`config.mk`:
```
export PLATFORM = sky130hd
export DESIGN_NAME = dma_addr_seq_flat
export DESIGN_NICKNAME = d
export VERILOG_FILES = /design/src/rtl/dma_seq_pkg.sv /design/src/rtl/dma_addr_seq_if.sv /design/src/rtl/dma_addr_calc.sv /design/src/rtl/dma_addr_seq.sv /design/src/flat_wrapper.sv
export SDC_FILE = /design/constraint.sdc
export NUM_CORES = 1
export LEC_CHECK = 0
export BUFFER_PORTS_ARGS = -buffer_cell sky130_fd_sc_hd__buf_2
export CAP_MARGIN = 20
export CORE_MARGIN = 3
export CORE_UTILIZATION = 30
export DETAILED_ROUTE_END_ITERATION = 16
export PLACE_DENSITY = 0.6
export SLEW_MARGIN = 20
export SYNTH_ARGS = -nofsm -noshare
export SYNTH_HDL_FRONTEND = slang
export SYNTH_SLANG_ARGS = --single-unit
export TNS_END_PERCENT = 1
```
`constraint.sdc`:
```
create_clock -name clk -period 2.1 [get_ports clk]
set_input_delay 0 -clock clk [delete_from_list [all_inputs] [get_ports clk]]
set_output_delay 0 -clock clk [all_outputs]
set_load 0.01 [all_outputs]
```
`src/rtl/dma_seq_pkg.sv`:
```
// dma_seq_pkg: shared state, address-source and rmw codes for the dma address sequencer
package dma_seq_pkg;
  typedef enum logic [2:0] {
    S_IDLE   = 3'd0,
    S_ADDR   = 3'd1,
    S_FIX    = 3'd2,
    S_READ   = 3'd3,
    S_MODIFY = 3'd4,
    S_WRITE  = 3'd5,
    S_DONE   = 3'd6
  } state_e;
  localparam logic [2:0] ADCTL_NONE    = 3'd0;
  localparam logic [2:0] ADCTL_BASE    = 3'd1;
  localparam logic [2:0] ADCTL_BASE_X  = 3'd2;
  localparam logic [2:0] ADCTL_BASE_Y  = 3'd3;
  localparam logic [2:0] ADCTL_PAGEFIX = 3'd4;
  localparam logic RMW_INC = 1'b0;
  localparam logic RMW_DEC = 1'b1;
  localparam logic [1:0] SEL_NONE = 2'd0;
  localparam logic [1:0] SEL_X    = 2'd1;
  localparam logic [1:0] SEL_Y    = 2'd2;
endpackage

```
`src/rtl/dma_addr_seq_if.sv`:
```
// dma_addr_seq_if: request handshake, memory port and status bundle of the dma address sequencer
interface dma_addr_seq_if #(
  parameter int ADDR_W = 16,
  parameter int IDX_W  = 8,
  parameter int DATA_W = 8
) ();
  logic              start_valid;
  logic              start_ready;
  logic [ADDR_W-1:0] base_addr;
  logic [IDX_W-1:0]  x_idx;
  logic [IDX_W-1:0]  y_idx;
  logic              xskip;
  logic              yskip;
  logic              page;
  logic              rmwB;
  logic              rmw_op;
  logic              mem_req;
  logic              mem_we;
  logic [ADDR_W-1:0] mem_addr;
  logic [DATA_W-1:0] mem_wdata;
  logic              mem_ack;
  logic [DATA_W-1:0] mem_rdata;
  logic [2:0]        adctl;
  logic [2:0]        state;
  logic              done;
  logic              page_cross;
  logic [DATA_W-1:0] rdata_out;
  modport slave (
    input  start_valid, base_addr, x_idx, y_idx, xskip, yskip, page, rmwB, rmw_op, mem_ack, mem_rdata,
    output start_ready, mem_req, mem_we, mem_addr, mem_wdata, adctl, state, done, page_cross, rdata_out
  );
  modport master (
    output start_valid, base_addr, x_idx, y_idx, xskip, yskip, page, rmwB, rmw_op, mem_ack, mem_rdata,
    input  start_ready, mem_req, mem_we, mem_addr, mem_wdata, adctl, state, done, page_cross, rdata_out
  );
endinterface

```
`src/rtl/dma_addr_calc.sv`:
```
// dma_addr_calc: effective address (base plus optional zero-extended index) and page-cross flag
module dma_addr_calc
  import dma_seq_pkg::*;
#(
  parameter int ADDR_W    = 16,
  parameter int IDX_W     = 8,
  parameter int PAGE_BITS = 8
) (
  input  logic [ADDR_W-1:0] base,
  input  logic [IDX_W-1:0]  index,
  input  logic [1:0]        select,
  output logic [ADDR_W-1:0] eff,
  output logic              page_cross
);
  assign eff = base + (select == SEL_NONE ? '0 : ADDR_W'(index));
  assign page_cross = eff[ADDR_W-1:PAGE_BITS] != base[ADDR_W-1:PAGE_BITS];
endmodule

```
`src/rtl/dma_addr_seq.sv`:
```
// dma_addr_seq: per-request dma operand sequencer (index add, page fix-up, read, optional rmw write)
module dma_addr_seq
  import dma_seq_pkg::*;
#(
  parameter int ADDR_W    = 16,
  parameter int IDX_W     = 8,
  parameter int DATA_W    = 8,
  parameter int PAGE_BITS = 8
) (
  input logic           clk,
  input logic           rst,
  dma_addr_seq_if.slave bus
);
  state_e            state_q, state_d;
  logic [ADDR_W-1:0] base_q, base_d, eff_q, eff_d, calc_eff;
  logic [IDX_W-1:0]  idx_q, idx_d;
  logic [1:0]        sel_q, sel_d;
  logic              page_q, page_d, rmw_q, rmw_d, op_q, op_d, pc_q, pc_d, calc_pc;
  logic [DATA_W-1:0] rdata_q, rdata_d, wdata_q, wdata_d;
  dma_addr_calc #(.ADDR_W(ADDR_W), .IDX_W(IDX_W), .PAGE_BITS(PAGE_BITS)) u_calc (
    .base(base_q), .index(idx_q), .select(sel_q), .eff(calc_eff), .page_cross(calc_pc)
  );
  always_comb begin
    state_d = state_q;
    base_d  = base_q;
    idx_d   = idx_q;
    sel_d   = sel_q;
    page_d  = page_q;
    rmw_d   = rmw_q;
    op_d    = op_q;
    eff_d   = eff_q;
    pc_d    = pc_q;
    rdata_d = rdata_q;
    wdata_d = wdata_q;
    case (state_q)
      S_IDLE: if (bus.start_valid) begin
        state_d = S_ADDR;
        base_d  = bus.base_addr;
        idx_d   = bus.xskip ? bus.x_idx : bus.y_idx;
        sel_d   = bus.xskip ? SEL_X : bus.yskip ? SEL_Y : SEL_NONE;
        page_d  = bus.page;
        rmw_d   = bus.rmwB;
        op_d    = bus.rmw_op;
      end
      S_ADDR: begin
        eff_d   = calc_eff;
        pc_d    = calc_pc;
        state_d = calc_pc && page_q ? S_FIX : S_READ;
      end
      S_FIX: state_d = S_READ;
      S_READ: if (bus.mem_ack) begin
        rdata_d = bus.mem_rdata;
        state_d = rmw_q ? S_MODIFY : S_DONE;
      end
      S_MODIFY: begin
        wdata_d = op_q == RMW_DEC ? rdata_q - DATA_W'(1) : rdata_q + DATA_W'(1);
        state_d = S_WRITE;
      end
      S_WRITE: state_d = bus.mem_ack ? S_DONE : S_WRITE;
      default: state_d = S_IDLE;
    endcase
  end
  always_ff @(posedge clk) begin
    if (rst) begin
      state_q <= S_IDLE;
      base_q  <= '0;
      idx_q   <= '0;
      sel_q   <= SEL_NONE;
      page_q  <= 1'b0;
      rmw_q   <= 1'b0;
      op_q    <= RMW_INC;
      eff_q   <= '0;
      pc_q    <= 1'b0;
      rdata_q <= '0;
      wdata_q <= '0;
    end else begin
      state_q <= state_d;
      base_q  <= base_d;
      idx_q   <= idx_d;
      sel_q   <= sel_d;
      page_q  <= page_d;
      rmw_q   <= rmw_d;
      op_q    <= op_d;
      eff_q   <= eff_d;
      pc_q    <= pc_d;
      rdata_q <= rdata_d;
      wdata_q <= wdata_d;
    end
  end
  assign bus.start_ready = state_q == S_IDLE && !rst;
  assign bus.mem_req     = state_q == S_READ || state_q == S_WRITE;
  assign bus.mem_we      = state_q == S_WRITE;
  assign bus.mem_addr    = eff_q;
  assign bus.mem_wdata   = wdata_q;
  assign bus.adctl       = state_q == S_FIX ? ADCTL_PAGEFIX :
                           state_q != S_ADDR ? ADCTL_NONE :
                           sel_q == SEL_X ? ADCTL_BASE_X :
                           sel_q == SEL_Y ? ADCTL_BASE_Y : ADCTL_BASE;
  assign bus.state       = state_q;
  assign bus.done        = state_q == S_DONE;
  assign bus.page_cross  = pc_q;
  assign bus.rdata_out   = rdata_q;
endmodule

```
`src/flat_wrapper.sv`:
```
// flat-port wrapper written by rule: the top's interface ports become plain ports
module dma_addr_seq_flat import dma_seq_pkg::*;
#(
  parameter int ADDR_W    = 16,
  parameter int IDX_W     = 8,
  parameter int DATA_W    = 8,
  parameter int PAGE_BITS = 8
)
  (clk, rst, bus_start_valid, bus_base_addr, bus_x_idx, bus_y_idx, bus_xskip, bus_yskip, bus_page, bus_rmwB, bus_rmw_op, bus_mem_ack, bus_mem_rdata, bus_start_ready, bus_mem_req, bus_mem_we, bus_mem_addr, bus_mem_wdata, bus_adctl, bus_state, bus_done, bus_page_cross, bus_rdata_out);
  dma_addr_seq_if #(.ADDR_W(ADDR_W), .IDX_W(IDX_W), .DATA_W(DATA_W)) bus_i ();
  input logic clk;
  input logic rst;
  input wire logic [$bits(bus_i.start_valid)-1:0] bus_start_valid;
  input wire logic [$bits(bus_i.base_addr)-1:0] bus_base_addr;
  input wire logic [$bits(bus_i.x_idx)-1:0] bus_x_idx;
  input wire logic [$bits(bus_i.y_idx)-1:0] bus_y_idx;
  input wire logic [$bits(bus_i.xskip)-1:0] bus_xskip;
  input wire logic [$bits(bus_i.yskip)-1:0] bus_yskip;
  input wire logic [$bits(bus_i.page)-1:0] bus_page;
  input wire logic [$bits(bus_i.rmwB)-1:0] bus_rmwB;
  input wire logic [$bits(bus_i.rmw_op)-1:0] bus_rmw_op;
  input wire logic [$bits(bus_i.mem_ack)-1:0] bus_mem_ack;
  input wire logic [$bits(bus_i.mem_rdata)-1:0] bus_mem_rdata;
  output wire logic [$bits(bus_i.start_ready)-1:0] bus_start_ready;
  output wire logic [$bits(bus_i.mem_req)-1:0] bus_mem_req;
  output wire logic [$bits(bus_i.mem_we)-1:0] bus_mem_we;
  output wire logic [$bits(bus_i.mem_addr)-1:0] bus_mem_addr;
  output wire logic [$bits(bus_i.mem_wdata)-1:0] bus_mem_wdata;
  output wire logic [$bits(bus_i.adctl)-1:0] bus_adctl;
  output wire logic [$bits(bus_i.state)-1:0] bus_state;
  output wire logic [$bits(bus_i.done)-1:0] bus_done;
  output wire logic [$bits(bus_i.page_cross)-1:0] bus_page_cross;
  output wire logic [$bits(bus_i.rdata_out)-1:0] bus_rdata_out;
  assign bus_i.start_valid = bus_start_valid;
  assign bus_i.base_addr = bus_base_addr;
  assign bus_i.x_idx = bus_x_idx;
  assign bus_i.y_idx = bus_y_idx;
  assign bus_i.xskip = bus_xskip;
  assign bus_i.yskip = bus_yskip;
  assign bus_i.page = bus_page;
  assign bus_i.rmwB = bus_rmwB;
  assign bus_i.rmw_op = bus_rmw_op;
  assign bus_i.mem_ack = bus_mem_ack;
  assign bus_i.mem_rdata = bus_mem_rdata;
  assign bus_start_ready = bus_i.start_ready;
  assign bus_mem_req = bus_i.mem_req;
  assign bus_mem_we = bus_i.mem_we;
  assign bus_mem_addr = bus_i.mem_addr;
  assign bus_mem_wdata = bus_i.mem_wdata;
  assign bus_adctl = bus_i.adctl;
  assign bus_state = bus_i.state;
  assign bus_done = bus_i.done;
  assign bus_page_cross = bus_i.page_cross;
  assign bus_rdata_out = bus_i.rdata_out;
  dma_addr_seq #(.ADDR_W(ADDR_W), .IDX_W(IDX_W), .DATA_W(DATA_W), .PAGE_BITS(PAGE_BITS)) u_core (.clk(clk), .rst(rst), .bus(bus_i));
endmodule
```
== After elaboration in Yosys (flattened, before gate mapping) ==
Cells that the tools add are included.

* Register bits after elaboration: 65
* Input port bits: 49
* Output and inout bits: 43
* Word-level logic and storage cells: 50

* Add/sub/neg operators: 3
* Eq/ne operators: 12
* Multiplexer cells: 15
* Reduce and logical (&&, ||, !) cells: 9

{| class="wikitable"
|+ Operators by type and width
! kind !! count
|-
| 8-bit 2-to-1 mux || 3
|-
| 3-bit one-hot mux with 6 select lines || 1
|-
| 16-bit by 8-bit adder with 16-bit output || 1
|-
| 3-bit 2-to-1 mux || 5
|-
| 2-bit 2-to-1 mux || 5
|-
| 3-bit equality test, second input constant || 3
|-
| 8-bit by 1-bit adder with 8-bit output, second input constant || 1
|-
| 8-bit inequality test || 1
|-
| 8-bit by 1-bit subtractor with 8-bit output, second input constant || 1
|-
| 3-bit by 2-bit equality test with 1-bit output, second input constant || 2
|-
| 2-bit AND reduction || 3
|-
| 2-bit inequality test, second input constant || 2
|-
| 3-bit by 1-bit equality test with 1-bit output, second input constant || 1
|-
| 3-bit zero test || 1
|-
| 3-bit by 1-bit inequality test with 1-bit output, second input constant || 1
|-
| 2-bit by 1-bit equality test with 1-bit output, second input constant || 1
|-
| 2-bit equality test, second input constant || 1
|-
| 1-bit logical AND || 2
|-
| 2-bit zero test || 1
|-
| 1-bit zero test || 1
|-
| 1-bit logical OR || 1
|-
| 1-bit 2-to-1 mux || 1
|}

== Depth between registers and ports, before layout ==
Gate-level depths: netlist of the first run.

* Depth in word-level cells: 7
* Gate-level depth with buffers: 11

== By module ==
From an unflattened synthesis of the first run, not the netlist that was laid out.

* Cell total of the unflattened synthesis: 416
* Area total of the unflattened synthesis: 3330.7 µm²

{| class="wikitable"
|+ Modules (own cells, without submodules)
! module !! instances !! cells an instance !! area an instance (µm²)
|-
| dma_addr_seq || 1 || 345 || 2770.2
|-
| dma_addr_calc || 1 || 71 || 560.5
|}

== Least setup slack after synthesis of the first run ==
Ideal clock, no wire load.

* Path type: flip-flop to flip-flop
* Start: reg u_core.sel_q[0]
* End: reg u_core.state_q[0], in the netlist u_core.bus.state[0]
* Library setup time: 0.117 ns
* Arrival: 2.153 ns
* Required time: 1.983 ns
* Setup slack: -0.170 ns
* Stages on the path, launching flop included: 12
* Cells stage by stage: dfxtp_1 inv_1 ha_1 nor2b_1 ha_1 inv_1 fa_1 nor2b_1 o31ai_1 a21oi_1 nor2_1 a32o_1

* Word-level cells in the longest chain between the ends: 7

{| class="wikitable"
|+ RTL lines
! what !! RTL line !! RTL
|-
| from (decl) || dma_addr_seq.sv:17 || <nowiki>logic [1:0] sel_q, sel_d;</nowiki>
|-
| from (signal assigned) || dma_addr_seq.sv:80 || <nowiki>sel_q <= sel_d;</nowiki>
|-
| 2-bit zero test || dma_addr_calc.sv:15 || <nowiki>assign eff = base + (select == SEL_NONE ? '0 : ADDR_W'(index));</nowiki>
|-
| 8-bit 2-to-1 mux || dma_addr_calc.sv:15 ||
|-
| 16-bit by 8-bit adder with 16-bit output || dma_addr_calc.sv:15 ||
|-
| 8-bit inequality test || dma_addr_calc.sv:16 || <nowiki>assign page_cross = eff[ADDR_W-1:PAGE_BITS] != base[ADDR_W-1:PAGE_BITS];</nowiki>
|-
| 1-bit logical AND || dma_addr_seq.sv:48 || <nowiki>state_d = calc_pc && page_q ? S_FIX : S_READ;</nowiki>
|-
| 1-bit 2-to-1 mux || dma_addr_seq.sv:48 ||
|-
| 3-bit one-hot mux with 6 select lines || dma_addr_seq.sv:35 || <nowiki>case (state_q)</nowiki>
|-
| to (signal assigned) || dma_addr_seq.sv:77 || <nowiki>state_q <= state_d;</nowiki>
|-
| to (decl) || dma_addr_seq.sv:14 || <nowiki>state_e state_q, state_d;</nowiki>
|}

Every way passes these cells.
A chain may end at the register's enable or synchronous reset.

== Worst setup path after layout of the first run ==
* Start: reg u_core.sel_q[0]
* End: reg u_core.eff_q[15], in the netlist u_core.bus.mem_addr[15]

* Word-level cells in the longest chain between the ends: 3

{| class="wikitable"
|+ RTL lines
! what !! RTL line !! RTL
|-
| 2-bit zero test || dma_addr_calc.sv:15 ||
|-
| 8-bit 2-to-1 mux || dma_addr_calc.sv:15 ||
|-
| 16-bit by 8-bit adder with 16-bit output || dma_addr_calc.sv:15 ||
|-
| to (signal assigned) || dma_addr_seq.sv:72 || <nowiki>eff_q <= '0;</nowiki>
|-
| to (signal assigned) || dma_addr_seq.sv:84 || <nowiki>eff_q <= eff_d;</nowiki>
|-
| to (decl) || dma_addr_seq.sv:15 || <nowiki>logic [ADDR_W-1:0] base_q, base_d, eff_q, eff_d, calc_eff;</nowiki>
|}

Every way passes these cells.

==> metrics.md, run 1 <==
| Metric | Value |
|---|---|
| F_max | `465 MHz` |
| TritonCTS Sinks | `65` |
| Synth cell types | `59` |
| Worst skew pair latency | `320 ps` |
| Avg WL per Cell | `13.9 µm` |
| Reg clk slew, reported paths | `50 ps` |
| Setup violators final | `5` |
| PortBufs | `91` |
| Most used cell, CP | `buf_6` |
| Post-synth EDFFs | `0` |
| Smallest hold slack | `15.2 ps` |
| Starting Density | `0.315` |
| Mean Syn Cell Area | `8.10 µm²` |
| Leak Pwr | `0.00208 µW` |
| Critical Path Start Type | `register` |
| Layout Cells excl Fill | `708` |
| ANT nets after route | `0` |
| Critical path type | `reg -> reg` |
| Pre-CTS WS | `-197 ps` |
| Syn_nets | `500` |
| Detailed Routing Iterations Pass 1 | `4` |
| Layout Skew | `5.51 ps` |
| Post-DR vias/cell | `4.91` |
| Tightest Hold Check Type | `in -> reg` |
| Nets | `630` |
| Top fanout value on the critical path | `5` |
| Share of the synthesized area in the top cell type | `0.371` |
| Worst path max stage delay | `330 ps` |
| Antenna violations before repair | `0` |
| Status | `complete, but fails checks` |
| Design Area, Final | `4870 µm²` |
| Min cycle time layout | `2150 ps` |
| Top post-synthesis cells by count | `81 x nand2_1, 65 x dfxtp_1, 47 x a21oi_1, 25 x nor2_1` |
| Main synth FF type | `dfxtp_1` |
| Sequential share of the synthesized area | `0.371` |
| CTS tree | `built` |
| Setup ws final | `-48.5 ps` |
| Starting DRT DRC Count | `175` |
| Yosys warns | `0` |
| Cells after synthesis | `433` |
| Sequential cell area | `1300 µm²` |
| Violated checks | `negative setup slack` |
| Slew HR | `0.651` |
| GRT Overall Usage | `0.154` |
| CP Data Required Time | `2310 ps` |
| Area leader, netlist | `dfxtp_1` |
| Drt drc | `0` |
| Worst Path Arrival | `2360 ps` |
| Ratio of cells with drive above 1 in the final layout | `0.285` |
| Max Cap Violations | `0` |
| Area contributors post-synth | `dfxtp_1 37%, nand2_1 8.7%, a21oi_1 6.7%, ha_1 5.7%, a211oi_1 3.4%` |
| Cell area after placement | `4190 µm²` |
| Worst vdd ir | `0.370 mV` |
| Vias in the first global route | `3,408` |
| # fillers | `1,134` |
| Post-synth ARST share | `0` |
| Yosys reg bits | `65` |
| Htree depth | `3` |
| TritonCTS buffer count | `9` |
| Area growth syn-to-layout | `38.8%` |
| Routed vias | `3,473` |
| Die Y | `114 µm` |
| Most common cell in the netlist | `nand2_1` |
| Pin slew with the least headroom to its limit | `519 ps` |
| Cell Area, Synth | `3510 µm²` |
| Die ar. | `13,000 µm²` |
| CP bufs+invs | `3` |
| Core Region | `11,100 µm²` |
| Post-Place Cells | `661` |
| First-pass GRT wire length | `16.2 mm` |
| Unrepaired setup endpoints after global routing | `yes` |
| CP top delay family | `compound AO/OA/AOI/OAI gates` |
| Final Hold Viols | `0` |
| Cell Rows | `38` |
| Largest net degree at the start of global routing | `38` |
| CTS root buf | `clkbuf_16` |
| Io pins | `92` |
| Dpl hpwl | `7.25 mm` |
| Final Slew Violations | `0` |
| Crit share post-route | `1.02` |
| Wire length after detailed routing | `9.82 mm` |
| Area taken by multi-input logic gates | `2090 µm²` |
| Chip width | `114 µm` |
| Antenna diode count | `0` |
| CTS Buffer Depth | `2` |
| GP Congestion | `0.820` |
| CP max-delay cell | `dfxtp_2` |
| Worst path cell trace | `inv_2, ha_4, buf_6, nor2b_2, ha_2, buf_6, nand4_1, a211oi_2, o211a_1, a311o_1` |
| Total gr overflow | `0` |
| Power density cells | `781 nW/µm²` |
| CP Capture Type | `register` |
| Final TNS setup | `-166 ps` |
==> state kept, by name, indices dropped and copies added (netlist names) <==
name                   count
u_core.bus.mem_addr       16
u_core.bus.mem_wdata       8
u_core.sel_q               2
u_core.bus.rdata_out       8
u_core.bus.page_cross      1
u_core.idx_q               8
u_core.rmw_q               1
u_core.op_q                1
u_core.bus.state           3
u_core.page_q              1
u_core.base_q             16
==> worst min-delay path, cell delays in order <==
cell and delay, ps:
buf_2 90, mux2i_1 110, a211oi_1 80
==> metrics by stage <==
step / utilization / power, µW
final: 0.437 / 3800
after CTS: 0.433 / 3830
after detailed placement: 0.377 / 2320
after global placement: 0.377 / 2300
after global routing: 0.437 / 4030
after floorplan: - / 2020
==> power breakdown <==
group          leakage, µW  total [µW]  internal, µW  switching [µW]
Combinational      0.00140         891           397             494
Clock             0.000144        1450           948             507
Sequential        0.000530        1450          1360            98.3
Total              0.00208        3800          2700            1100
==> routing by layer <==
layer	global-route usage	vias to the layer above	wire (µm)
li1	-	1790	-
met1	0.202	1578	4600
met2	0.245	87	4530
met3	0.0349	18	439
met4	0.0649	0	245
met5	0	-	0
==> final cells by class <==
class | count | share of cell area
Clock buffer | 13 | 0.0514
Clock inverter | 3 | 0.00823
Inverter | 18 | 0.0139
Multi-Input combinational cell | 325 | 0.429
Sequential cell | 65 | 0.268
Tap cell | 140 | 0.0360
Timing Repair Buffer | 144 | 0.194
==> repair_timing <==
item                       CTS  global route
cloned                       0             0
setup endpoints to repair   12            14
gates resized for setup     13            11
pin swaps                    6            12
setup buffers                2             1
hold buffers                28             0
hold endpoints to repair    28             0
==> final timing paths <==
kind / to / cells after the start / startpoint / slack [ps]
hold / removal: u_core.idx_q[1] / 3 / bus_y_idx[1] / 20
setup reg to reg: u_core.bus.mem_addr[15] / 10 / u_core.sel_q[0] / -50
hold reg to reg: u_core.bus.state[1] / 1 / u_core.rmw_q / 430
setup / recovery: u_core.bus.mem_addr[15] / 10 / u_core.sel_q[0] / -50
==> logic make-up after synthesis <==
group / Yosys count / share of synthesized area
simple gates: 176 / 0.245
compound gates: 115 / 0.212
flops: 65 / 0.371
buf+inv: 43 / 0.0599
fa+ha+maj: 18 / 0.0685
mux: 9 / 0.0257
xor+xnor: 7 / 0.0175
==> cells in the final DEF (no fill, tap or decap), drive strengths merged, types with 3 or more instances in the layout <==
cell type    instances
a31oi                3
ha                  16
dlygate4sd3         28
nand3               15
clkbuf              13
buf                116
a211oi              18
nand2               81
o31ai                3
a21oi               49
inv                 17
nor4                 6
nor2                27
o21ai               13
a21o                 6
o211ai               4
and3                 6
nand4                4
nor3b                4
dfxtp               65
mux2i                9
o31a                 4
clkinv               3
nand2b               5
nor2b               11
nor3                 7
o21a                 3
xnor2                5
Power figures use the tool's default switching activity.
==> run 2, diff against run 1 <==
Settings changed: CELL_PAD_IN_SITES_DETAIL_PLACEMENT set to 1, CELL_PAD_IN_SITES_GLOBAL_PLACEMENT set to 1, PLACE_DENSITY 0.6 to 0.73, REMOVE_ABC_BUFFERS set to 1.
==> metrics.md, run 2 (synthesis results as in run 1) <==
| Metric | Value |
|---|---|
| CTS Buffer Depth | `2` |
| Status | `complete, but fails checks` |
| Clk pwr share | `0.369` |
| CTS root buf | `clkbuf_16` |
| Nets | `647` |
| Most frequent cells in the layout | `91 x buf_2, 81 x nand2_1, 63 x dfxtp_1, 44 x a21oi_1, 39 x buf_4` |
| Power share of the sequential group | `0.384` |
| Area growth syn-to-layout | `42.6%` |
| Worst Path Arrival | `2410 ps` |
| TritonCTS buffer count | `9` |
| Tightest Hold Check Type | `in -> reg` |
| CP max-delay cell | `dfxtp_2` |
| Wire length after detailed routing | `11.3 mm` |
| Post-Place Cells | `670` |
| Final TNS setup | `-524 ps` |
| CP Data Required Time | `2320 ps` |
| Worst skew pair latency | `340 ps` |
| Violated checks | `negative setup slack` |
| Cell Int Power | `2620 µW` |
| Avg WL per Cell | `15.6 µm` |
| Crit share post-route | `1.04` |
| Die ar. | `13,000 µm²` |
| Worst path cell trace | `inv_2, ha_4, buf_6, nor2b_1, ha_1, a21o_1, a21oi_4, a211oi_2, o211a_1, a311o_1` |
| F_max | `457 MHz` |
| Max Cap Violations | `0` |
| CP top delay family | `compound AO/OA/AOI/OAI gates` |
| Sw Share | `0.308` |
| Top fanout value on the critical path | `4` |
| Io pins | `92` |
| Min cycle time layout | `2190 ps` |
| Largest net degree at the start of global routing | `38` |
| CP bufs+invs | `2` |
| Total gr overflow | `0` |
| Sequential cell area | `1300 µm²` |
| Vias in the first global route | `3,784` |
| Cell Rows | `38` |
| CP Capture Type | `register` |
| Critical Path Start Type | `register` |
| Setup ws final | `-88.2 ps` |
| Die Y | `114 µm` |
| Antenna diode count | `0` |
| CTS tree | `built` |
| Routed vias | `3,628` |
| Drt drc | `0` |
| Starting DRT DRC Count | `132` |
| Worst vdd ir | `0.313 mV` |
| Leak Pwr | `0.00216 µW` |
| Layout Skew | `4.71 ps` |
| Switching pwr | `1170 µW` |
| Starting Density | `0.315` |
| Detailed Routing Iterations Pass 1 | `4` |
| Unrepaired setup endpoints after global routing | `yes` |
| Final Hold Viols | `0` |
| Setup violators final | `9` |
| Slew HR | `0.595` |
| Critical path type | `reg -> reg` |
| Pin slew with the least headroom to its limit | `602 ps` |
| PortBufs | `91` |
| Ratio of cells with drive above 1 in the final layout | `0.313` |
| Final Slew Violations | `0` |
| GRT Overall Usage | `0.177` |
| Layout Cells excl Fill | `725` |
| Commonest non-fill, non-tap cell in the layout | `buf_2` |
| GP Congestion | `0.833` |
| Pre-CTS WS | `-267 ps` |
| Htree depth | `3` |
| ANT nets after route | `0` |
| Antenna violations before repair | `0` |
| Area taken by multi-input logic gates | `2110 µm²` |
| Chip width | `114 µm` |
| Reg clk slew, reported paths | `60 ps` |
| First-pass GRT wire length | `18.3 mm` |
| Smallest hold slack | `12.7 ps` |
| TritonCTS Sinks | `65` |
| Comb pwr share | `0.247` |
| Post-DR vias/cell | `5.00` |
| Power density cells | `758 nW/µm²` |
| Power Total | `3790 µW` |
| Core Region | `11,100 µm²` |
| Dpl hpwl | `7.91 mm` |
| Worst path max stage delay | `330 ps` |
| # fillers | `1,354` |
[run 2: cell count changes in the layout (fill, tap and decap cells not counted), sizes merged]
cell and change:
buf +16, clkinv +1, dlygate4sd3 +1, bufinv -1
[run 2: path summary, 6_finish.rpt]
kind	startpoint	end	slack (ps)	cells after the start
min	bus_y_idx[7]	u_core.idx_q[7]	10	3
max reg2reg	u_core.sel_q[1]	u_core.bus.mem_addr[15]	-90	10
min reg2reg	u_core.rmw_q	u_core.bus.state[1]	440	1
max	u_core.sel_q[1]	u_core.bus.mem_addr[15]	-90	10
[run 2: timing repair]
action,CTS,global route
resized for setup,22,13
endpoints found under the hold margin,29,0
setup endpoints to repair,14,15
setup buffers,6,4
hold buffers,29,0
pin swaps,14,14
[run 2: worst reg2reg max path, cell delays in order (launching register included)]
cell	delay (ps)
dfxtp_2	330
inv_2	50
ha_4	170
buf_6	120
nor2b_1	110
ha_1	250
a21o_1	200
a21oi_4	180
a211oi_2	120
o211a_1	240
a311o_1	310
[run 2: metal layers]
metal	routed length (µm)	track usage
met1	4930	0.203
met3	463	0.0402
met5	0	0
met2	5790	0.324
met4	146	0.0530
[run 2: metrics by stage]
step                cell area [µm²]  utilization
floorplan                      3360            -
global placement               4240        0.381
detailed placement             4240        0.381
CTS                            4920        0.442
global route                   5000        0.450
finish                         5000        0.450
[run 2: cell type report]
type,count,share of cell area
Multi-Input combinational cell,325,0.422
Inverter,18,0.0135
Clock buffer,13,0.0520
Clock inverter,3,0.00300
Tap cell,140,0.0350
Timing Repair Buffer,161,0.214
Sequential cell,65,0.261
[run 2: power groups by stage]
stage,logic [µW],clock network [µW],registers [µW]
final,936,1400,1450
after global routing,1050,1490,1470
after CTS,934,1440,1450
after detailed placement,860,0,1470
after global placement,830,0,1470
after floorplan,437,0,1500
==> run 3, diff against run 2 <==
Settings changed: CORE_UTILIZATION 30 to 35, PLACE_DENSITY 0.73 to 0.83.
==> metrics.md, run 3 (synthesis results as in run 1) <==
| Metric | Value |
|---|---|
| Status | `complete, but fails checks` |
| Violated checks | `negative setup slack` |
| Total gr overflow | `0` |
| Power share of the sequential group | `0.408` |
| Ratio of cells with drive above 1 in the final layout | `0.330` |
| Critical path type | `reg -> reg` |
| Worst vdd ir | `0.328 mV` |
| Worst Path Arrival | `2530 ps` |
| Detailed Routing Iterations Pass 1 | `4` |
| Htree depth | `3` |
| Antenna diode count | `0` |
| Final Slew Violations | `0` |
| Chip width | `106 µm` |
| Area growth syn-to-layout | `44.1%` |
| Worst path max stage delay | `370 ps` |
| Starting Density | `0.369` |
| Min cycle time layout | `2290 ps` |
| Cell Rows | `35` |
| Cell Int Power | `2420 µW` |
| PortBufs | `91` |
| Reg clk slew, reported paths | `70 ps` |
| CP max-delay cell | `ha_2` |
| Switching pwr | `1170 µW` |
| Unrepaired setup endpoints after global routing | `yes` |
| CP Data Required Time | `2340 ps` |
| Worst skew pair latency | `350 ps` |
| Setup ws final | `-188 ps` |
| Drt drc | `0` |
| GRT Overall Usage | `0.209` |
| ANT nets after route | `0` |
| Post-Place Cells | `655` |
| TritonCTS Sinks | `65` |
| Power density cells | `709 nW/µm²` |
| Pin slew with the least headroom to its limit | `819 ps` |
| Dpl hpwl | `8.16 mm` |
| Commonest non-fill, non-tap cell in the layout | `buf_2` |
| Critical Path Start Type | `register` |
| Crit share post-route | `1.09` |
| Antenna violations before repair | `0` |
| Sw Share | `0.325` |
| CTS Buffer Depth | `2` |
| Setup violators final | `13` |
| Die Y | `106 µm` |
| Hold path depth | `3` |
| Most frequent cells in the layout | `91 x buf_2, 81 x nand2_1, 63 x dfxtp_1, 43 x a21oi_1, 33 x dlygate4sd3_1` |
| Starting DRT DRC Count | `151` |
| F_max | `437 MHz` |
| Worst reg2reg path depth | `11` |
| Core Region | `9500 µm²` |
| Final Hold Viols | `0` |
| Clk pwr share | `0.318` |
| Tightest Hold Check Type | `in -> reg` |
| Area taken by multi-input logic gates | `2250 µm²` |
| Leak Pwr | `0.00211 µW` |
| First-pass GRT wire length | `19.1 mm` |
| Avg WL per Cell | `17.8 µm` |
| Nets | `644` |
| Layout Cells excl Fill | `711` |
| CTS tree | `built` |
| Slew HR | `0.454` |
| Sequential cell area | `1300 µm²` |
| Comb pwr share | `0.274` |
| Largest net degree at the start of global routing | `33` |
| Met2 Wirelength | `6.58 mm` |
| DR top layer | `met4` |
| CP Capture Type | `register` |
| # fillers | `1,166` |
| Post-DR vias/cell | `5.39` |
| Vias in the first global route | `4,054` |
| GP Congestion | `0.881` |
| TritonCTS buffer count | `9` |
| Wl on met1 | `5.19 mm` |
| Design Area, Final | `5050 µm²` |
| Final core occ | `0.532` |
| CTS root buf | `clkbuf_8` |
| Wire length after detailed routing | `12.6 mm` |
| Layout Skew | `5.06 ps` |
| Routed vias | `3,830` |
| R2R setup slack | `-190 ps` |
| Cell area after placement | `4180 µm²` |
| Max Cap Violations | `0` |
| Top fanout value on the critical path | `5` |
| Die ar. | `11,300 µm²` |
| Final TNS setup | `-1430 ps` |
| Metal3 WL | `550 µm` |
| Worst path cell trace | `inv_2, ha_4, buf_6, buf_4, nor2b_2, ha_2, nand3_2, nor2_1, o21ai_0, o211a_1, o31a_1` |
| Io pins | `92` |
## run 3: cell count changes in the layout (fill, tap and decap cells not counted), moves of 4 or more
cell / before / now
buf_4: 39 / 29
buf_6: 1 / 5
clkbuf_16: 9 / 0
clkbuf_8: 2 / 12
dlygate4sd3_1: 29 / 33
ha_4: 2 / 6
nor2b_1: 8 / 4
## run 3: through the flow
step | total power [µW] | hold slack, ps | setup WS (ps)
final | 3580 | 13.0 | -188
after global routing | 3770 | 11.5 | -262
after CTS | 3540 | 1.42 | -124
after detailed placement | 2320 | 252 | -308
after global placement | 2280 | 240 | -130
after floorplan | 1930 | 46.6 | -383
## run 3: worst max-delay path, delay by kind of cell (launching register included)
family	cells	cell delay, ps
flip-flops	1	330
buffers and inverters	3	330
AND/OR/NAND/NOR	3	380
AO/OA/AOI/OAI	3	610
adder cells (fa/ha/maj)	2	530
## run 3: routing by layer
layer	GRT usage	vias up
li1	-	1816
met1	0.239	1862
met5	0	-
met4	0.0870	0
met2	0.384	127
met3	0.0322	25
## run 3: repair_timing
item / CTS / global route
gates resized for setup: 31 / 31
hold endpoints to repair: 32 / 0
setup buffers: 5 / 4
setup endpoints to repair: 14 / 16
hold buffers: 33 / 0
pin swaps: 19 / 25
## run 3: final timing paths
path                        endpoint       startpoint
min                  u_core.idx_q[5]     bus_y_idx[5]
min reg2reg      u_core.bus.state[1]     u_core.rmw_q
max          u_core.bus.mem_addr[11]  u_core.sel_q[1]
max reg2reg  u_core.bus.mem_addr[11]  u_core.sel_q[1]
## run 3: final cells by class
cell class / instances / share of cell area
clock buffers: 14 / 0.0342
clock inverters: 2 / 0.00693
inverters: 18 / 0.0134
multi-input cells: 325 / 0.446
flip-flops and latches: 65 / 0.258
well taps: 129 / 0.0319
repair buffers: 158 / 0.210
## run 3: power by group through the flow
stage               Combinational (µW)  Sequential [µW]  Clock, µW
detailed placement                 844             1480          0
global route                      1070             1480       1220
CTS                                933             1450       1160
floorplan                          437             1500          0
global placement                   811             1470          0
finish                             982             1460       1140
